File: src/rtl/hazard_ctrl_pkg.sv
// Shared types and constants for the hazard controller and its mult/div timer.
// Optional mult/div tracking is enabled by defining HAZARD_MD_CTRL_EN.
package hazard_ctrl_pkg;

  localparam int REG_W    = 5;
  localparam int MD_CNT_W = 8;

  localparam logic [REG_W-1:0] ZERO_REG = '0;

  typedef enum logic {
    IDLE = 1'b0,
    BUSY = 1'b1
  } md_state_e;

  // Writes to r0 are discarded, so a load targeting r0 never creates a dependency.
  function automatic logic reg_dep(input logic [REG_W-1:0] dst, input logic [REG_W-1:0] src);
    return (dst != ZERO_REG) && (dst == src);
  endfunction

endpackage

File: src/rtl/hazard_md_timer.sv
// Mult/div occupancy tracker: IDLE/BUSY FSM with a down-counter that times the unit latency.
// Only instantiated when HAZARD_MD_CTRL_EN is defined.
module hazard_md_timer
  import hazard_ctrl_pkg::*;
#(
  parameter int MD_CYCLES = 32
) (
  input  logic clk,
  input  logic rst_n,
  input  logic start,
  output logic md_busy,
  output logic md_done
);

  md_state_e             state_q, state_d;
  logic [MD_CNT_W-1:0]   cnt_q, cnt_d;

  always_ff @(posedge clk or negedge rst_n) begin
    if (!rst_n) begin
      state_q <= IDLE;
      cnt_q   <= '0;
    end else begin
      state_q <= state_d;
      cnt_q   <= cnt_d;
    end
  end

  // The counter holds the number of BUSY cycles still to come after the current one.
  always_comb begin
    state_d = state_q;
    cnt_d   = cnt_q;
    case (state_q)
      IDLE: begin
        if (start) begin
          state_d = BUSY;
          cnt_d   = MD_CNT_W'(MD_CYCLES - 1);
        end
      end
      BUSY: begin
        if (cnt_q == '0) begin
          state_d = IDLE;
        end else begin
          cnt_d = cnt_q - MD_CNT_W'(1);
        end
      end
      default: begin
        state_d = IDLE;
        cnt_d   = '0;
      end
    endcase
  end

  always_comb begin
    md_busy = (state_q == BUSY);
    md_done = (state_q == BUSY) && (cnt_q == '0);
  end

endmodule

File: src/rtl/hazard_ctrl.sv
// Pipeline hazard controller: load-use and mult/div stalls, branch flush, stall-cycle counter.
// Mult/div tracking and the stall counter exist only when HAZARD_MD_CTRL_EN is defined.
module hazard_ctrl
  import hazard_ctrl_pkg::*;
#(
  parameter int MD_CYCLES = 32,
  parameter int CNT_W     = 16
) (
  input  logic             clk,
  input  logic             rst_n,
  input  logic [REG_W-1:0] id_rs,
  input  logic [REG_W-1:0] id_rt,
  input  logic             id_uses_rt,
  input  logic             id_uses_hilo,
  input  logic             id_md_start,
  input  logic             ex_memread,
  input  logic [REG_W-1:0] ex_rt,
  input  logic             ex_branch_taken,
  output logic             pc_write,
  output logic             ifid_write,
  output logic             ifid_bubble,
  output logic             idex_bubble,
  output logic             md_busy,
  output logic             md_done,
  output logic [CNT_W-1:0] stall_cnt
);

  logic lu_hazard;
  logic md_hazard;
  logic stall;

`ifdef HAZARD_MD_CTRL_EN
  logic             md_start;
  logic [CNT_W-1:0] stall_cnt_q, stall_cnt_d;

  function automatic logic [CNT_W-1:0] sat_inc(input logic [CNT_W-1:0] v);
    return (&v) ? v : v + CNT_W'(1);
  endfunction

  // A start that is itself stalled or squashed must not launch the unit.
  assign md_start  = id_md_start & ~stall & ~ex_branch_taken;
  assign md_hazard = md_busy & id_uses_hilo;

  hazard_md_timer #(
    .MD_CYCLES (MD_CYCLES)
  ) u_md_timer (
    .clk     (clk),
    .rst_n   (rst_n),
    .start   (md_start),
    .md_busy (md_busy),
    .md_done (md_done)
  );

  always_ff @(posedge clk or negedge rst_n) begin
    if (!rst_n) begin
      stall_cnt_q <= '0;
    end else begin
      stall_cnt_q <= stall_cnt_d;
    end
  end

  always_comb begin
    stall_cnt_d = stall_cnt_q;
    if (stall) begin
      stall_cnt_d = sat_inc(stall_cnt_q);
    end
  end

  assign stall_cnt = stall_cnt_q;
`else
  logic unused_md_inputs;

  assign unused_md_inputs = ^{clk, rst_n, id_uses_hilo, id_md_start, (MD_CYCLES > 0)};
  assign md_hazard        = 1'b0;
  assign md_busy          = 1'b0;
  assign md_done          = 1'b0;
  assign stall_cnt        = '0;
`endif

  always_comb begin
    lu_hazard = ex_memread &
                (reg_dep(ex_rt, id_rs) | (id_uses_rt & reg_dep(ex_rt, id_rt)));
    stall     = (lu_hazard | md_hazard) & ~ex_branch_taken;
  end

  // A taken branch squashes both younger instructions, so it overrides any stall.
  always_comb begin
    pc_write    = 1'b1;
    ifid_write  = 1'b1;
    ifid_bubble = 1'b0;
    idex_bubble = 1'b0;
    if (ex_branch_taken) begin
      ifid_bubble = 1'b1;
      idex_bubble = 1'b1;
    end else if (stall) begin
      pc_write    = 1'b0;
      ifid_write  = 1'b0;
      idex_bubble = 1'b1;
    end
  end

endmodule
File: config.mk
export PLATFORM = sky130hd
export DESIGN_NAME = hazard_ctrl
export DESIGN_NICKNAME = d
export VERILOG_FILES = /design/src/rtl/hazard_ctrl_pkg.sv /design/src/rtl/hazard_md_timer.sv /design/src/rtl/hazard_ctrl.sv
export SDC_FILE = /design/constraint.sdc
export NUM_CORES = 1
export LEC_CHECK = 0
export ABC_CLOCK_PERIOD_IN_PS = 2000
export BUFFER_PORTS_ARGS = -buffer_cell sky130_fd_sc_hd__buf_4
export CAP_MARGIN = 0
export CORE_AREA = 3 3 40 42
export DETAILED_ROUTE_END_ITERATION = 7
export DIE_AREA = 0 0 43 45
export PLACE_DENSITY = 0.61
export SLEW_MARGIN = 20
export SYNTH_ARGS = -nofsm -noshare
export SYNTH_HDL_FRONTEND = slang
export SYNTH_HIERARCHICAL = 1
export SYNTH_SLANG_ARGS = --single-unit
File: constraint.sdc
create_clock -name vclk -period 2
set_input_delay 0.4 -clock vclk [all_inputs]
set_output_delay 0.4 -clock vclk [all_outputs]
set_load 0.1 [all_outputs]
Word level (Yosys, flattened, before mapping) --
Cells that the tools add are included.
Storage, ports and cells: output and inout bits 22, flip-flop bits (word level) 0, input bits 22, word-level logic and storage cells 15
Operators by class: bitwise gates (word level) 5, equal/unequal tests 2, mux-type cells 5, reduce and logical (&&, ||, !) cells 3
Operators by type and width (count):
- $eq 5x5->1 | 2
- $mux 1 | 5
- $reduce_bool 5->1 | 1
- $and 1x1->1 | 3
- $logic_and 1x1->1 | 2
- $not 1->1 | 1
- $or 1x1->1 | 1

Logic depth before layout (Yosys ltp) --
word-level depth 8, mapped depth 5, gate-level depth less buffers 4

Worst setup path before layout --
OpenSTA, ideal clock, no wires.
path kind input-to-output, start point input ex_rt[3], end point output idex_bubble, required time 1600 ps, arrival 2351 ps, cell stages on the path 4, path buffers 0, setup slack -751 ps, cells stage by stage xor2_1 > nor4_2 > a32oi_1 > o21bai_1
Between the ends: cells in the longest elaborated chain, start to end 8, elaborated cells between the ends (all ways) 11, those cells by class 2 x eq/ne; 2 x mux; 4 x bitwise; 3 x reduce/logical
Ends and longest elaborated chain:
- from (decl) | RTL line hazard_ctrl.sv:17 | input logic [REG_W-1:0] ex_rt,
- $eq 5x5->1 / $reduce_bool 5->1 (equally long branches) | RTL line hazard_ctrl_pkg.sv:17 | return (dst != ZERO_REG) && (dst == src);
- $logic_and 1x1->1 | RTL line hazard_ctrl_pkg.sv:17
- $and 1x1->1 | RTL line hazard_ctrl.sv:82 | (reg_dep(ex_rt, id_rs) | (id_uses_rt & reg_dep(ex_rt, id_rt)));
- $or 1x1->1 * | RTL line hazard_ctrl.sv:82
- $and 1x1->1 * | RTL line hazard_ctrl.sv:81 | lu_hazard = ex_memread &
- $and 1x1->1 * | RTL line hazard_ctrl.sv:83 | stall = (lu_hazard | md_hazard) & ~ex_branch_taken;
- $mux 1 * | RTL line hazard_ctrl.sv:95 | end else if (stall) begin
- $mux 1 * | RTL line hazard_ctrl.sv:92 | if (ex_branch_taken) begin
- to (decl) | RTL line hazard_ctrl.sv:22 | output logic idex_bubble,
Mark *: on every way between the ends. The rest lies on a longest branch, timed or not.

Worst setup path after layout --
start point input id_rt[3], end point output pc_write
Between the ends: cells in the longest elaborated chain, start to end 8
Ends and longest elaborated chain:
- from (decl) | RTL line hazard_ctrl.sv:12 | input logic [REG_W-1:0] id_rt,
- $eq 5x5->1 | RTL line hazard_ctrl_pkg.sv:17
- $logic_and 1x1->1 | RTL line hazard_ctrl_pkg.sv:17
- $and 1x1->1 | RTL line hazard_ctrl.sv:82
- $or 1x1->1 | RTL line hazard_ctrl.sv:82
- $and 1x1->1 | RTL line hazard_ctrl.sv:81
- $and 1x1->1 | RTL line hazard_ctrl.sv:83
- $mux 1 | RTL line hazard_ctrl.sv:95
- $mux 1 | RTL line hazard_ctrl.sv:92
- to (decl) | RTL line hazard_ctrl.sv:19 | output logic pc_write,
No other way between the ends.

==> summary.txt <==
Synthesis
  • Synth cell count leaders: buf_4, xor2_1
  • Post-synth cell types: 12
  • Netlist Area Pre-Place: 298 um2
  • Post-Syn Instances: 39
  • Most common cell in the synthesized netlist: buf_4
  • Yosys top cell by area: buf_4
  • Yosys top cell area share: 50.4%
  • YS warnings: 6
  • Largest cells by area after synthesis: buf_4, xor2_1, nor4_2
  • Mapped Avg Cell Area: 7.64 um2
  • Seq/Total Area, Yosys: 0%

Setup path
  • CP Max Fanout: 2
  • Crit path launch type: primary input
  • CP Capture Type: output pin
  • Kind of critical path: primary input to output pin
  • Worst EP arrival: 1.62 ns
  • Worst EP required: 1.60 ns

Global routing
  • Total track usage: 5.22%
  • Global-route wire length before repair: 834 um
  • Global route overflow: 0
  • Vias in the first global route: 232
  • Largest net degree at the start of global routing: 4
  • Initial antenna violation count: 0

Timing
  • Final hold violation count: 0
  • Final WS setup: -0.0236 ns
  • Fmax: 0.494 GHz
  • Fin crit period: 2.02 ns
  • RSZ-0062 raised after global routing: true
  • Max Slew Vio Count: 0
  • Hold Worst Slack: 1.15 ns
  • Tcrit/Tclk final: 101%
  • Final setup vio count: 2

Finish
  • Diodes inserted: 0
  • FFs & Latches: 0
  • Layout Utilization: 39.6%
  • Layout cells sized above 1: 51.6%
  • Layout area overhead: 71.0%
  • Final nets: 86
  • Clock Buffer Count: 0
  • Post-route cell area: 509 um2
  • Register Area: 0 um2

Drt
  • Wire per inst: 8.32 um
  • Drt total wl: 641 um
  • DR iter-0 viols: 0
  • Detailed Routing Iterations Pass 1: 1
  • Via density: 3.51
  • Vias: 270
  • DR DRC count: 0
  • Detail Route Antenna Nets: 0

Power and ir drop
  • Worst VDD drop: 0.195 mV
  • PwrDens: 488 nW/um2
  • Leakage power: 0.263 nW

Clock network
  • Post-CTS Hold Fix Bufs: 0
  • # Post-CTS Setup Buffers: 0

Die
  • Core area: 1280 um2
  • Starting Density: 23.2%
  • Die Ht: 45 um
  • Die width: 43 um
  • Die area: 1940 um2
  • Row cnt: 13
  • I/O Pins: 44

Placed design
  • Pre-CTS setup slack: -0.109 ns
  • Port bufs: 22
  • RePlAce Congestion: 0.661
  • HPWL Detailed: 627 um
  • DP Area: 434 um2

Run status
  • Violated checks: negative setup slack
  • Status: complete, but fails checks

Min path
  • Hold Path Class: primary input to output pin

Run
  • Max Cap Viol: 0
## where the power goes
part	internal [W]	switching, W	leakage (nW)
sequential	0	0	0
combinational	0.0000537	0.000195	0.263
clock	0	0	0
total	0.0000537	0.000195	0.263
## layer usage
metal / up-vias / routed length (um) / global-route usage, % / part of all wire [%]
met4: 0 / 0 / 0 / 0
met5: - / 0 / 0 / 0
li1: 134 / - / - / -
met3: 0 / 122 / 0.797 / 19
met1: 110 / 206 / 5.71 / 32
met2: 26 / 311 / 11.1 / 49
## final cells by class
| class | count | area (um2) |
|---|---|---|
| multi-input cells | 36 | 243 |
| well taps | 15 | 18.8 |
| fillers | 136 | 776 |
| repair buffers | 26 | 248 |
## critical path: stages
cell,delay (ns)
buf_6,0.09
xor2_1,0.15
nor4_2,0.26
a32oi_1,0.15
or3_4,0.38
buf_12,0.18
## logic make-up after synthesis
group	after synthesis	share of synthesized area [%]
xor gates and xnor gates	10	29.4
other	1	1.26
buffers and inverters	20	50.4
AOI/OAI and AO/OA	3	7.14
and+or+nand+nor	5	11.8
## timing repair
action,4_1_cts,5_1_grt
gates cloned,0,0
endpoints found under the setup margin,3,3
resized for setup,11,6
pin swaps,2,3
## placed cells by master, fill, tap and decap left out
cell / netlist / layout
xnor2_1: 1 / 1
or3_4: 0 / 1
or4_4: 0 / 1
nor3_1: 1 / 1
conb_1: 1 / 18
o21bai_4: 0 / 1
o21ai_2: 0 / 1
nor4_2: 1 / 1
buf_12: 0 / 3
xor2_1: 9 / 8
buf_4: 20 / 19
a32oi_1: 1 / 1
nor2_1: 1 / 1
xor2_2: 0 / 1
buf_6: 0 / 4
## final timing paths
path | from | cells after the start | to
worst max-delay path | id_rt[3] | 6 | pc_write
worst min-delay path | ex_branch_taken | 2 | ifid_bubble
## through the flow
stage               total power (W)  instances  setup TNS (ns)
floorplan                  0.000220         56          -0.251
global placement           0.000234         77          -0.265
detailed placement         0.000235         77          -0.320
CTS                        0.000242         77         -0.0742
global route               0.000257         77          -0.191
finish                     0.000248         77         -0.0471
Note: power is estimated with default switching activity, not from simulation.
